## config.mk

```make
export PLATFORM = sky130hd
export DESIGN_NAME = text_display_ctrl
export DESIGN_NICKNAME = d
export VERILOG_FILES = /design/src/rtl/text_display_ctrl.sv
export SDC_FILE = /design/constraint.sdc
export NUM_CORES = 1
export LEC_CHECK = 0
export CORE_UTILIZATION = 60
export DETAILED_ROUTE_END_ITERATION = 8
export HOLD_SLACK_MARGIN = 0.1
export PLACE_DENSITY = 0.83
export SLEW_MARGIN = 20
export SYNTH_ARGS = -nofsm -noshare
export SYNTH_HDL_FRONTEND = slang
export SYNTH_SLANG_ARGS = --single-unit
export TNS_END_PERCENT = 20
```

## constraint.sdc

```tcl
create_clock -name clock_25 -period 9.8 [get_ports clock_25]
set_input_delay 1.96 -clock clock_25 [delete_from_list [all_inputs] [get_ports clock_25]]
set_output_delay 1.96 -clock clock_25 [all_outputs]
set_load 0.01 [all_outputs]
```

## src/rtl/text_display_ctrl.sv

```systemverilog
// Text-mode display controller: 640x400@70 timing, scrolled cell fetch, cursor and CGA palette.
// Define TEXT_BLINK_EN to use attr[7] as blink; otherwise attr[7:4] selects one of 16 backgrounds.
module text_display_ctrl #(
  parameter int COLS        = 80,
  parameter int ROWS        = 25,
  parameter int FONT_H      = 16,
  parameter int ADDR_W      = 13,
  parameter int FONT_BASE   = 4096,
  parameter int BLINK_TICKS = 12500000
) (
  input  logic              clock_25,
  input  logic              reset_n,
  output logic [ADDR_W-1:0] address,
  input  logic [7:0]        data,
  input  logic [10:0]       start_cell,
  input  logic [10:0]       cursor,
  input  logic              cursor_en,
  input  logic [4:0]        cursor_shape_lo,
  input  logic [4:0]        cursor_shape_hi,
  output logic [3:0]        R,
  output logic [3:0]        G,
  output logic [3:0]        B,
  output logic              HS,
  output logic              VS,
  output logic              frame
);

  localparam int CELLS    = COLS * ROWS;
  localparam int TEXT_W   = COLS * 8;
  localparam int TEXT_H   = ROWS * FONT_H;
  localparam int FH_SHIFT = (FONT_H == 16) ? 4 : 3;
  localparam int TIMER_W  = (BLINK_TICKS > 1) ? $clog2(BLINK_TICKS) : 1;
  localparam logic [3:0] GL_MASK = 4'(FONT_H - 1);

  logic [9:0]         x_reg, x_next;
  logic [8:0]         y_reg, y_next;
  logic [10:0]        start_latch_reg;
  logic [TIMER_W-1:0] timer_reg;
  logic               flash_reg;
  logic               frame_reg;
  logic [11:0]        rgb_reg, rgb_next;
  logic [ADDR_W-1:0]  address_reg;
  logic [10:0]        fetch_cell_reg, disp_cell_reg;
  logic [7:0]         attr_reg, glyph_reg, disp_attr_reg, disp_glyph_reg;

  logic [9:0]  px, fx;
  logic [8:0]  ln, row;
  logic [3:0]  gline;
  logic [2:0]  phase;
  logic [6:0]  fcol;
  logic        in_vline, in_text, fetch_active, pix_bit, cursor_hit, pix_on;
  logic [11:0] cell_sum;
  logic [10:0] cell_fetch;
  logic [ADDR_W-1:0] font_addr;
  logic [3:0]  fg_idx, bg_idx;

  function automatic logic [11:0] palette(input logic [3:0] idx);
    case (idx)
      4'h0: palette = 12'h000;
      4'h1: palette = 12'h00A;
      4'h2: palette = 12'h0A0;
      4'h3: palette = 12'h0AA;
      4'h4: palette = 12'hA00;
      4'h5: palette = 12'hA0A;
      4'h6: palette = 12'hA50;
      4'h7: palette = 12'hAAA;
      4'h8: palette = 12'h555;
      4'h9: palette = 12'h55F;
      4'hA: palette = 12'h5F5;
      4'hB: palette = 12'h5FF;
      4'hC: palette = 12'hF55;
      4'hD: palette = 12'hF5F;
      4'hE: palette = 12'hFF5;
      default: palette = 12'hFFF;
    endcase
  endfunction

  assign px       = x_reg - 10'd48;
  assign ln       = y_reg - 9'd35;
  // Fetch position runs one clock ahead of the prefetch column so the registered
  // address is already on the bus during the cell's phase 0.
  assign fx       = x_reg - 10'd39;
  assign phase    = fx[2:0];
  assign fcol     = fx[9:3];
  assign row      = ln >> FH_SHIFT;
  assign gline    = ln[3:0] & GL_MASK;
  assign in_vline = (y_reg >= 9'd35) && (ln < 9'(TEXT_H));
  assign in_text  = (x_reg >= 10'd48) && (px < 10'(TEXT_W)) && in_vline;
  assign fetch_active = in_vline && (fcol < 7'(COLS));

  assign cell_sum   = 12'(start_latch_reg) + 12'(row * COLS) + 12'(fcol);
  assign cell_fetch = (cell_sum >= 12'(CELLS)) ? 11'(cell_sum - 12'(CELLS)) : cell_sum[10:0];
  assign font_addr  = ADDR_W'(FONT_BASE + int'(data) * FONT_H + int'(gline));

  assign x_next = (x_reg == 10'd799) ? 10'd0 : x_reg + 10'd1;
  assign y_next = (x_reg != 10'd799) ? y_reg : ((y_reg == 9'd448) ? 9'd0 : y_reg + 9'd1);

  always_ff @(posedge clock_25) begin
    if (!reset_n) begin
      x_reg           <= 10'd0;
      y_reg           <= 9'd0;
      start_latch_reg <= 11'd0;
      frame_reg       <= 1'b0;
      timer_reg       <= '0;
      flash_reg       <= 1'b0;
    end else begin
      x_reg     <= x_next;
      y_reg     <= y_next;
      frame_reg <= (x_reg == 10'd0) && (y_reg == 9'd435);
      if ((x_reg == 10'd0) && (y_reg == 9'd0))
        start_latch_reg <= start_cell;
      if (timer_reg == TIMER_W'(BLINK_TICKS - 1)) begin
        timer_reg <= '0;
        flash_reg <= ~flash_reg;
      end else begin
        timer_reg <= timer_reg + 1'b1;
      end
    end
  end

  always_ff @(posedge clock_25) begin
    if (!reset_n) begin
      address_reg    <= '0;
      fetch_cell_reg <= 11'd0;
      disp_cell_reg  <= 11'd0;
      attr_reg       <= 8'd0;
      glyph_reg      <= 8'd0;
      disp_attr_reg  <= 8'd0;
      disp_glyph_reg <= 8'd0;
    end else begin
      case (phase)
        3'd0: begin
          // Hand the previous column to the display side while starting this one.
          disp_glyph_reg <= glyph_reg;
          disp_attr_reg  <= attr_reg;
          disp_cell_reg  <= fetch_cell_reg;
          fetch_cell_reg <= cell_fetch;
          if (fetch_active) address_reg <= ADDR_W'({cell_fetch, 1'b0});
        end
        3'd1: if (fetch_active) address_reg <= ADDR_W'({fetch_cell_reg, 1'b1});
        3'd2: if (fetch_active) address_reg <= font_addr;
        3'd3: attr_reg  <= data;
        3'd4: glyph_reg <= data;
        default: ;
      endcase
    end
  end

`ifdef TEXT_BLINK_EN
  assign bg_idx = {1'b0, disp_attr_reg[6:4]};
  assign fg_idx = (disp_attr_reg[7] && flash_reg) ? bg_idx : disp_attr_reg[3:0];
`else
  assign bg_idx = disp_attr_reg[7:4];
  assign fg_idx = disp_attr_reg[3:0];
`endif

  assign pix_bit    = disp_glyph_reg[~px[2:0]];
  assign cursor_hit = cursor_en && flash_reg && (disp_cell_reg == cursor) &&
                      ({1'b0, gline} >= cursor_shape_lo) && ({1'b0, gline} <= cursor_shape_hi);
  assign pix_on     = pix_bit || cursor_hit;
  assign rgb_next   = in_text ? palette(pix_on ? fg_idx : bg_idx) : 12'h000;

  always_ff @(posedge clock_25) begin
    if (!reset_n) rgb_reg <= 12'h000;
    else          rgb_reg <= rgb_next;
  end

  assign address = address_reg;
  assign R       = rgb_reg[11:8];
  assign G       = rgb_reg[7:4];
  assign B       = rgb_reg[3:0];
  assign HS      = !(x_reg >= 10'd704);
  assign VS      = (y_reg >= 9'd447);
  assign frame   = frame_reg;

endmodule
```

==> impl_metrics.env <==
export IMPL_largest_register_ffs=24
export IMPL_clock_fmax_mhz=186
export IMPL_hold_viol_final=0
export IMPL_syn_avg_cell_area_um2=8.35
export IMPL_core_um2=11600
export IMPL_final_nets=997
export IMPL_slew_violations=0
export IMPL_status="finished with violations"
export IMPL_cts_buffers=17
export IMPL_p_leak_nw=3.28
export IMPL_crit_fanout=11
export IMPL_wl_per_cell_um=17.0
export IMPL_synth_top_flop_cell="dfxtp_1"
export IMPL_post_cts_resize_count=0
export IMPL_tightest_slew_ps=1030
export IMPL_rsz0062_at_grt="no"
export IMPL_drive_above_1_share_pct=6.41
export IMPL_ios=71
export IMPL_ys_ff_latch=128
export IMPL_grt_max_degree=48
export IMPL_dieArea_um2=12500
export IMPL_failed_checks="DRC"
export IMPL_diodes=0
export IMPL_cts_tree="done"
export IMPL_use_met1_pct=37.0
export IMPL_synth_warnings=0
export IMPL_htree_levels=4
export IMPL_grt_usage_pct=30.4
export IMPL_syn_inst=869
export IMPL_final_period_utilization_pct=54.9
export IMPL_busiest_layer="met2"
export IMPL_peakVddDrop_uv=126
export IMPL_drtPass1Iterations=9
export IMPL_worstSetupEndpointType="register"
export IMPL_grt_pass1_vias=6268
export IMPL_postCtsHoldBufs=0
export IMPL_path_class="register to register"
export IMPL_fin_skew_ps=7.02
export IMPL_drv_cap=0
export IMPL_grt_overflow_total=0
export IMPL_port_buffers=70
export IMPL_place_congestion=0.938
export IMPL_syn_nets=958
export IMPL_relSlewSlack_pct=31.1
export IMPL_reg2reg_setup_slack_ps=4420
export IMPL_start_util_pct=62.5
export IMPL_grt_first_pass_wirelength_um=30000
export IMPL_powerDensity_nw_per_um2=166
export IMPL_synth_top_area_cell="dfxtp_1"
export IMPL_clock_tree_root_cell="clkbuf_16"
export IMPL_total_power_mw=1.41
export IMPL_wl_um=18100
export IMPL_syn_area_um2=7260
export IMPL_num_vias=6396
export IMPL_met2_usage_pct=50.7
export IMPL_synth_enable_flop_cells=0
export IMPL_synth_distinct_cells=77
export IMPL_synth_area_leaders="dfxtp_1 (35%), ha_1 (7.1%), nand2_1 (6.0%), a21oi_1 (5.0%), nor2_1 (4.8%)"
export IMPL_post_route_drc_count=3
export IMPL_insertion_delay_ps=430
export IMPL_worstPathRequired_ps=10070
export IMPL_synth_top_area_share_pct=35.3
export IMPL_cp_start_kind="register"
export IMPL_ys_seq_area_share_pct=35.3
export IMPL_drt_iter0_drc=520
export IMPL_worstPathArrival_ps=5650
export IMPL_setup_tns_ps=0
export IMPL_hpwl_um=13100
export IMPL_die_y_um=112
export IMPL_die_w_um=112
export IMPL_finalSetupViolCount=0
export IMPL_cts_sinks=128
export IMPL_post_cts_buffers=0
export IMPL_clk_path_buf_depth=2
export IMPL_row_count=39
export IMPL_via_per_inst=6.02
export IMPL_postRouteAntennaNets=0
export IMPL_clk_pin_slew_ps=50
export IMPL_antenna_found_initial=0
export IMPL_area_growth_pct=17.0
export IMPL_synthArstFlopShare_pct=0
export IMPL_use_met3_pct=6.75
export IMPL_nFillCells=883
export IMPL_period_minus_slack_ps=5380
export IMPL_hold_class="register to register"
==> where the power goes <==
group | internal [mW] | switching [mW] | total, mW
combinational | 0.101 | 0.138 | 0.239
sequential | 0.539 | 0.0149 | 0.553
clock | 0.384 | 0.229 | 0.613
==> worst max-delay path, stage by stage (launching register included) <==
cell,delay (ps)
dfxtp_1,500
ha_1,500
o41a_1,280
nand2_1,70
o21ai_0,130
xor2_1,330
ha_1,290
a21o_1,170
a21oi_1,160
xor2_1,170
ha_1,250
ha_1,400
inv_1,120
a21oi_1,70
o21ai_0,300
a311oi_2,200
a311oi_4,590
mux2_2,420
o2111ai_1,170
o21ai_1,90
==> through the flow <==
step | instances | utilization [%] | setup slack (ps) | hold slack, ps | instance area [um2]
floorplan | 869 | - | 4870 | 426 | 7260
global placement | 1032 | 68.2 | 4690 | 436 | 7920
detailed placement | 1032 | 68.2 | 4530 | 447 | 7920
CTS | 1063 | 73.2 | 4500 | 454 | 8500
global route | 1063 | 73.2 | 4020 | 465 | 8500
finish | 1063 | 73.2 | 4420 | 451 | 8500
==> synthesized netlist by cell type, types with 6 or more instances <==
library cell,number
nand2_1,116
buf_4,8
nand2b_1,11
inv_1,38
xnor2_1,36
nor3_1,11
or3_1,8
nand3_1,35
and3_1,7
a21oi_1,73
mux2i_1,29
nor4_1,7
a211oi_1,6
dfxtp_1,128
a21o_1,10
clkbuf_1,37
xor2_1,38
o22ai_1,7
a221o_1,9
o21ai_0,17
nand4_1,11
ha_1,41
buf_2,7
nor2_1,93
==> placed cells by master, fill, tap and decap left out, drive strengths merged, types with 4 or more instances in the layout <==
master,Yosys,layout
fa,5,5
dfxtp,128,128
clkinv,0,6
o21ai,23,23
and2,5,5
inv,39,39
nor4,8,8
a21oi,74,74
mux2i,29,29
a2111oi,5,5
a221o,9,9
clkbuf,37,21
a211oi,7,7
xnor2,36,36
nor2,94,94
nand2,116,116
nor3,12,12
o22ai,7,7
a311oi,4,4
o211ai,5,5
nand4,11,11
buf,18,5
a21o,11,11
nand2b,11,11
xor2,38,38
and3,8,8
ha,41,41
nand3,35,35
clkdlybuf4s50,0,70
nor4b,5,5
or3,8,8
==> layout make-up <==
| type | instances | area (um2) | share of cell area [%] |
|---|---|---|---|
| sequential | 128 | 2560 | 30.2 |
| tap | 143 | 179 | 2.11 |
| clock buffer | 21 | 460 | 5.42 |
| clock inverter | 10 | 113 | 1.33 |
| multi-input combinational | 647 | 4300 | 50.6 |
| timing repair buffer | 75 | 738 | 8.69 |
| inverter | 39 | 146 | 1.72 |
==> final timing paths <==
kind	depth (start not counted)	from	end
worst min-delay path	2	attr_reg[3]	disp_attr_reg[3]
worst max register to register	19	y_reg[0]	address[6]
worst min register to register	2	attr_reg[3]	disp_attr_reg[3]
worst max-delay path	19	y_reg[0]	address[6]
==> cells by family (layout without fill, tap and decap cells) <==
family | count (synthesis) | after routing | synth area share (%)
AND/OR/NAND/NOR | 324 | 324 | 20.7
AO/OA/AOI/OAI | 170 | 170 | 16.1
flip-flops | 128 | 128 | 35.3
buffers and inverters | 94 | 145 | 5.60
XOR/XNOR | 74 | 74 | 8.93
adder cells (fa/ha/maj) | 46 | 46 | 8.45
multiplexers | 33 | 33 | 4.93
==> routing by layer <==
metal | wire length, um | vias up
li1 | - | 3086
met1 | 7500 | 3009
met2 | 8750 | 260
met3 | 1330 | 41
met4 | 536 | 0
met5 | 0 | -
(Power assumes the default switching activity.)
